## config.mk

```make
export PLATFORM = sky130hd
export DESIGN_NAME = spi_master_tx_flat
export DESIGN_NICKNAME = d
export VERILOG_FILES = /design/src/rtl/spi_master_tx_if.sv /design/src/rtl/spi_master_tx.sv /design/src/flat_wrapper.sv
export SDC_FILE = /design/constraint.sdc
export NUM_CORES = 1
export LEC_CHECK = 0
export CAP_MARGIN = 40
export CORE_UTILIZATION = 49
export DETAILED_ROUTE_END_ITERATION = 16
export PLACE_DENSITY = 0.71
export SYNTH_ARGS = -nofsm -noshare
export SYNTH_HDL_FRONTEND = slang
export SYNTH_SLANG_ARGS = --single-unit
```

## constraint.sdc

```tcl
create_clock -name clk -period 1.7 [get_ports clk]
set_input_delay 0.255 -clock clk [delete_from_list [all_inputs] [get_ports clk]]
set_output_delay 0.255 -clock clk [all_outputs]
set_load 0.05 [all_outputs]
```

## src/rtl/spi_master_tx_if.sv

```systemverilog
// Host-side byte stream for spi_master_tx.
//   tx_data/tx_last/tx_valid : byte offered by the upstream, tx_last ends the frame
//   tx_ready                 : block accepts a byte on this cycle's edge
//   rx_data/rx_valid         : byte captured from MISO, rx_valid is a one-cycle pulse
//   busy                     : select asserted or inter-frame gap running
// master = upstream producer/consumer, slave = spi_master_tx.
interface spi_master_tx_if;
    logic [7:0] tx_data;
    logic       tx_last;
    logic       tx_valid;
    logic       tx_ready;
    logic [7:0] rx_data;
    logic       rx_valid;
    logic       busy;

    modport master (
        output tx_data, tx_last, tx_valid,
        input  tx_ready, rx_data, rx_valid, busy
    );

    modport slave (
        input  tx_data, tx_last, tx_valid,
        output tx_ready, rx_data, rx_valid, busy
    );
endinterface

```

## src/rtl/spi_master_tx.sv

```systemverilog
// SPI mode-0 master transmitter (CPOL=0, CPHA=0), MSB first, 8-bit words,
// active-low select. Full duplex: MISO is captured on every SCK rise.
// A per-byte last flag keeps SSEL low across multi-byte frames; after the
// last byte SSEL rises one half-period after the final SCK fall and stays
// high for at least GAP_HALVES half-periods.
//
// Ports:
//   clk, rst_n    system clock, asynchronous active-low reset
//   host          byte handshake (spi_master_tx_if.slave)
//   spi_ssel      chip select, active low
//   spi_sck       serial clock, idles low
//   spi_mosi      serial data out
//   spi_miso      serial data in (sampled on the internal SCK-rise edge)
//
// Parameters:
//   CLK_DIV       system clocks per SCK half-period (1..255)
//   GAP_HALVES    minimum SSEL-high half-periods between frames (1..15)
module spi_master_tx #(
    parameter int CLK_DIV    = 4,
    parameter int GAP_HALVES = 1
) (
    input  logic              clk,
    input  logic              rst_n,
    spi_master_tx_if.slave    host,
    output logic              spi_ssel,
    output logic              spi_sck,
    output logic              spi_mosi,
    input  logic              spi_miso
);

    typedef enum logic [1:0] {
        IDLE,
        SHIFT,
        HOLD,
        GAP
    } state_t;

    localparam logic [7:0] HMAX = 8'(CLK_DIV - 1);
    localparam logic [3:0] GMAX = 4'(GAP_HALVES - 1);

    state_t     state, state_d;
    logic [7:0] hcnt;       // system clocks within the current half-period
    logic [2:0] bcnt;       // bit index within the byte (0 = MSB)
    logic [3:0] gcnt;       // half-periods spent in GAP
    logic [6:0] tx_sh;      // remaining bits; bit 7 goes straight to MOSI on accept
    logic [7:0] rx_sh;
    logic [7:0] rx_data_q;
    logic       rx_valid_q;
    logic       last_q;
    logic       trail;      // trailing half-period after the final fall of a frame

    logic       tx_ready_c;
    logic       accept;
    logic       half_tick;
    logic       byte_done;
    logic       trail_done;
    logic       gap_done;

    assign tx_ready_c = (state == IDLE) || (state == HOLD);
    assign accept     = host.tx_valid && tx_ready_c;
    assign half_tick  = (hcnt == HMAX);

    // The eighth SCK fall: SCK is high on a tick and all bits are out.
    assign byte_done  = (state == SHIFT) && half_tick && spi_sck && !trail && (bcnt == 3'd7);
    assign trail_done = (state == SHIFT) && half_tick && trail;
    assign gap_done   = (state == GAP) && half_tick && (gcnt == GMAX);

    assign host.tx_ready = tx_ready_c;
    assign host.rx_data  = rx_data_q;
    assign host.rx_valid = rx_valid_q;
    assign host.busy     = !spi_ssel || (state == GAP);

    // ---------------------------------------------------------------
    // State register
    // ---------------------------------------------------------------
    always_ff @(posedge clk or negedge rst_n) begin
        if (!rst_n) begin
            state <= IDLE;
        end else begin
            state <= state_d;
        end
    end

    // ---------------------------------------------------------------
    // Next-state logic
    // ---------------------------------------------------------------
    always_comb begin
        state_d = state;
        case (state)
            IDLE: begin
                if (accept) begin
                    state_d = SHIFT;
                end
            end
            HOLD: begin
                if (accept) begin
                    state_d = SHIFT;
                end
            end
            SHIFT: begin
                if (trail_done) begin
                    state_d = GAP;
                end else if (byte_done && !last_q) begin
                    state_d = HOLD;
                end
            end
            GAP: begin
                if (gap_done) begin
                    state_d = IDLE;
                end
            end
            default: state_d = IDLE;
        endcase
    end

    // ---------------------------------------------------------------
    // Datapath: half-period timing, shifters, pin registers
    // ---------------------------------------------------------------
    always_ff @(posedge clk or negedge rst_n) begin
        if (!rst_n) begin
            hcnt       <= 8'd0;
            bcnt       <= 3'd0;
            gcnt       <= 4'd0;
            tx_sh      <= 7'd0;
            rx_sh      <= 8'd0;
            rx_data_q  <= 8'd0;
            rx_valid_q <= 1'b0;
            last_q     <= 1'b0;
            trail      <= 1'b0;
            spi_ssel   <= 1'b1;
            spi_sck    <= 1'b0;
            spi_mosi   <= 1'b0;
        end else begin
            rx_valid_q <= 1'b0;
            if (accept) begin
                // Cycle 0 of a byte: timing restarts from here, even out of HOLD.
                tx_sh    <= host.tx_data[6:0];
                last_q   <= host.tx_last;
                spi_ssel <= 1'b0;
                spi_sck  <= 1'b0;
                spi_mosi <= host.tx_data[7];
                hcnt     <= 8'd0;
                bcnt     <= 3'd0;
                trail    <= 1'b0;
            end else begin
                case (state)
                    SHIFT: begin
                        hcnt <= half_tick ? 8'd0 : hcnt + 8'd1;
                        if (half_tick) begin
                            if (trail) begin
                                // End of the trailing half-period: release select.
                                spi_ssel <= 1'b1;
                                trail    <= 1'b0;
                                gcnt     <= 4'd0;
                            end else if (!spi_sck) begin
                                // Rising edge: sample MISO alongside raising SCK.
                                spi_sck <= 1'b1;
                                rx_sh   <= {rx_sh[6:0], spi_miso};
                            end else begin
                                spi_sck <= 1'b0;
                                if (bcnt == 3'd7) begin
                                    // MOSI keeps bit 0 through HOLD / the trail.
                                    rx_data_q  <= rx_sh;
                                    rx_valid_q <= 1'b1;
                                    trail      <= last_q;
                                end else begin
                                    bcnt     <= bcnt + 3'd1;
                                    spi_mosi <= tx_sh[6];
                                    tx_sh    <= {tx_sh[5:0], 1'b0};
                                end
                            end
                        end
                    end
                    GAP: begin
                        hcnt <= half_tick ? 8'd0 : hcnt + 8'd1;
                        if (half_tick) begin
                            gcnt <= gcnt + 4'd1;
                        end
                    end
                    default: ;
                endcase
            end
        end
    end

endmodule

```

## src/flat_wrapper.sv

```systemverilog
// flat-port wrapper written by rule: the top's interface ports become plain ports
module spi_master_tx_flat 
#(
    parameter int CLK_DIV    = 4,
    parameter int GAP_HALVES = 1
)
  (clk, rst_n, spi_ssel, spi_sck, spi_mosi, spi_miso, host_tx_data, host_tx_last, host_tx_valid, host_tx_ready, host_rx_data, host_rx_valid, host_busy);
  spi_master_tx_if host_i ();
  input  logic clk;
  input  logic rst_n;
  output logic spi_ssel;
  output logic spi_sck;
  output logic spi_mosi;
  input  logic spi_miso;
  input wire logic [$bits(host_i.tx_data)-1:0] host_tx_data;
  input wire logic [$bits(host_i.tx_last)-1:0] host_tx_last;
  input wire logic [$bits(host_i.tx_valid)-1:0] host_tx_valid;
  output wire logic [$bits(host_i.tx_ready)-1:0] host_tx_ready;
  output wire logic [$bits(host_i.rx_data)-1:0] host_rx_data;
  output wire logic [$bits(host_i.rx_valid)-1:0] host_rx_valid;
  output wire logic [$bits(host_i.busy)-1:0] host_busy;
  assign host_i.tx_data = host_tx_data;
  assign host_i.tx_last = host_tx_last;
  assign host_i.tx_valid = host_tx_valid;
  assign host_tx_ready = host_i.tx_ready;
  assign host_rx_data = host_i.rx_data;
  assign host_rx_valid = host_i.rx_valid;
  assign host_busy = host_i.busy;
  spi_master_tx #(.CLK_DIV(CLK_DIV), .GAP_HALVES(GAP_HALVES)) u_core (.clk(clk), .rst_n(rst_n), .host(host_i), .spi_ssel(spi_ssel), .spi_sck(spi_sck), .spi_mosi(spi_mosi), .spi_miso(spi_miso));
endmodule
```

==> run_results.csv <==
group,metric,value,unit
status,status,"complete, no violations",
cts,cts-hold-fix-buffers,0,
die,die-width,68.4,um
die,die_area,4670,um2
cells_and_area,num-nets-final,256,
power,ir_drop,652,uV
global_route,grt_use_total,21.0,%
synthesis,syn_area,2160,um2
power,finalPower,0.00363,W
global_route,top_usage_layer,"met2",
power,p_int,0.00232,W
sta,clock_skew,0.00371,ns
worst_setup_path,criticalPathCategory,"reg2reg",
cts,cts_buffer_depth,2,
min_path,holdCritPathClass,"in2async",
global_route,grt_use_met1,25.8,%
sta,final_min_period_over_clock_period,97.9,%
cells_and_area,final_cell_mix,"dfrtp_1 (45), buf_4 (28), nand2_1 (23), nor2_1 (18), mux2_2 (16)",
die,core-area,4120,um2
power,combPwrFrac,35.8,%
drt,dr.pass1.iters,4,
worst_setup_path,rr_worst_depth,8,
synthesis,synth_area_per_cell,11.3,um2
cells_and_area,fillCellCount,331,
global_route,grt_pass1_wl,7150,um
die,initial_core_util,52.4,%
sta,worstMarginPinSlew,0.582,ns
drt,vias,1594,
drt,drtIter0Drc,70,
placed_design,post-dp-hpwl,3080,um
worst_setup_path,worstSetupEndpoint,"u_core.hcnt[2]$_DFFE_PN0P_",
die,rows,23,
cts,clk_pin_slew,0.08,ns
drt,wl_per_cell,15.2,um
synthesis,yosysUniqueCellTypes,39,
cts,htreeDepth,2,
cells_and_area,drive_gt1_share,28.5,%
power,seq_power_share,46.0,%
drt,via_per_inst,5.52,
sta,drv_slew,0,
sta,max-slew-margin-rel,61.2,%
cts,cts_buffers,5,
cells_and_area,diodes,0,
worst_setup_path,start_kind,"flop",
cts,cts_tree,"yes",
worst_setup_path,critical_path_required,1.89,ns
drt,antenna_left,0,
drt,drc_errors,0,
global_route,grt_pass1_vias,1571,
worst_setup_path,arrival,1.85,ns
placed_design,placed_cell_area,2530,um2
sta,setup_viol,0,
worst_setup_path,r2r_end,"u_core.hcnt[2]$_DFFE_PN0P_",
worst_setup_path,worstReg2RegStart,"u_core.hcnt[0]$_DFFE_PN0P_",
synthesis,yosys_warnings,0,
cts,clk_latency,0.30,ns
cells_and_area,syn_to_final_growth,26.3,%
sta,post-route-min-period,1.66,ns
sta,hold_viol_final,0,
power,p_clk_share,18.2,%
job,cap_violations,0,
power,cellLeakagePower,1.34,nW
cells_and_area,design_area,2720,um2
placed_design,place_congestion,0.788,
die,fp.dieH,68.4,um
drt,wl,4400,um
die,pin_count,27,
cts,cts_root_buf,"clkbuf_8",
power,cellPowerDensity,1330,nW/um2
synthesis,syn-instance-count,191,
worst_setup_path,cp-startpoint,"u_core.hcnt[0]$_DFFE_PN0P_",
placed_design,port_buffers,26,
global_route,grtUsageMet2,36.3,%
global_route,grt_max_degree,47,
global_route,use_met3,3.83,%
power,switching_share,36.1,%
cells_and_area,layout.cells.most_common,"dfrtp_1",
synthesis,synth_seq_cells,46,
cts,clkSinkCount,46,
worst_setup_path,rrSetupSlack,0.04,ns
synthesis,syn_nets,209,
power,p_sw,0.00131,W
sta,rsz0062_at_grt,"true",
sta,fmax,601,MHz
worst_setup_path,cp-end-kind,"flop",
worst_setup_path,critPathMaxFanout,7,
synthesis,seq_area_frac_synth,53.4,%
global_route,grt_overflow,0,
global_route,antenna_found_initial,0,
==> critical path: stages (launching register included) <==
cell and delay [ns]:
dfrtp_1 0.41, ha_4 0.16, nor4b_4 0.20, buf_6 0.19, buf_6 0.12, buf_4 0.09
a21oi_1 0.07, mux2i_1 0.21, o21ai_1 0.09
==> how the worst min path moves through the flow <==
stage                from                     endpoint  cells past startpoint
CTS                 rst_n  u_core.tx_sh[6]$_DFFE_PN0P_                      2
detailed placement  rst_n   u_core.gcnt[2]$_DFFE_PN0P_                      2
floorplan           rst_n   u_core.bcnt[0]$_DFFE_PN0P_                      0
global route        rst_n   u_core.gcnt[1]$_DFFE_PN0P_                      2
finish              rst_n  u_core.state[1]$_DFFE_PN0P_                      2
global placement    rst_n   u_core.gcnt[0]$_DFFE_PN0P_                      2
==> synth_stat cells (all sizes together) <==
library cell | instances | share of area [%]
dfrtp | 45 | 52
nand2 | 23 | 4.0
nor2 | 18 | 3.1
mux2 | 16 | 8.4
nand3 | 12 | 3.0
mux2i | 11 | 5.1
a21oi | 9 | 2.1
o21ai | 9 | 2.1
ha | 5 | 2.9
clkbuf | 4 | 1.2
nand4b | 4 | 2.2
xor2 | 4 | 1.6
and3 | 3 | 0.93
inv | 3 | 0.52
nor2b | 3 | 0.87
a21o | 2 | 0.75
buf | 2 | 0.75
nand4 | 2 | 0.58
nor3b | 2 | 0.70
o211ai | 2 | 0.70
a22o | 1 | 0.41
a32o | 1 | 0.46
and2 | 1 | 0.29
dfstp | 1 | 1.2
nor3 | 1 | 0.46
nor4b | 1 | 1.1
o22a | 1 | 0.41
o22ai | 1 | 0.29
o31ai | 1 | 0.35
o41ai | 1 | 0.41
or4b | 1 | 0.46
xnor2 | 1 | 0.41
==> power groups by stage <==
stage | registers [W] | clock network [W] | logic (W)
floorplan | 0.00169 | 0 | 0.000718
global placement | 0.00165 | 0 | 0.00106
detailed placement | 0.00169 | 0 | 0.00113
CTS | 0.00165 | 0.000677 | 0.00122
global route | 0.00171 | 0.000714 | 0.00144
finish | 0.00167 | 0.000661 | 0.00130
==> flip-flops by register name, indices dropped and copies added, names as in the netlist <==
name	count
u_core.spi_mosi	1
u_core.spi_ssel	1
u_core.trail	1
u_core.state	2
u_core.host.rx_valid	1
u_core.gcnt	4
u_core.tx_sh	7
u_core.last_q	1
u_core.host.rx_data	8
u_core.hcnt	8
u_core.rx_sh	8
u_core.spi_sck	1
u_core.bcnt	3
==> cell families after synthesis <==
kind of cell               share of synthesized area [%]
and+or+nand+nor                                     17.7
DFF                                                 53.4
AOI/OAI and AO/OA                                   7.95
muxes                                               13.5
buffers and inverters                               2.49
xor gates and xnor gates                            2.03
adders and majority gates                           2.90
==> final cells by class <==
class	count	area (um2)	share of cell area, %
inverters	3	11.3	0.413
well taps	50	62.6	2.30
multi-input cells	136	988	36.3
flip-flops and latches	46	1150	42.3
clock inverters	3	21.3	0.781
repair buffers	46	419	15.4
clock buffers	5	68.8	2.53
==> metal layers <==
metal / wire, um / part of all wire [%] / vias up
met5: 0 / 0 / -
met4: 45 / 1.0 / 0
met3: 151 / 3.4 / 5
met2: 2220 / 51 / 30
met1: 1980 / 45 / 791
li1: - / - / 768
==> per-stage QoR <==
| step | util [%] | setup slack [ns] | hold slack, ns | std cells | TNS [ns] |
|---|---|---|---|---|---|
| 2_1_floorplan | - | -0.0247 | -0.0406 | 191 | -0.357 |
| 3_3_place_gp | 61.6 | 0.000686 | 0.364 | 274 | 0 |
| 3_5_place_dp | 61.6 | -0.112 | 0.376 | 274 | -1.43 |
| 4_1_cts | 65.0 | 0.00854 | 0.0478 | 286 | 0 |
| 5_1_grt | 66.2 | -0.0458 | 0.0948 | 289 | -0.219 |
| 6_report | 66.2 | 0.0360 | 0.0245 | 289 | 0 |
==> timing repair <==
| item | 4_1_cts | 5_1_grt |
|---|---|---|
| pin swaps | 0 | 3 |
| setup endpoints to repair | 20 | 20 |
| buffers inserted | 4 | 3 |
| gates resized for setup | 3 | 6 |
Power figures use the tool's default switching activity.
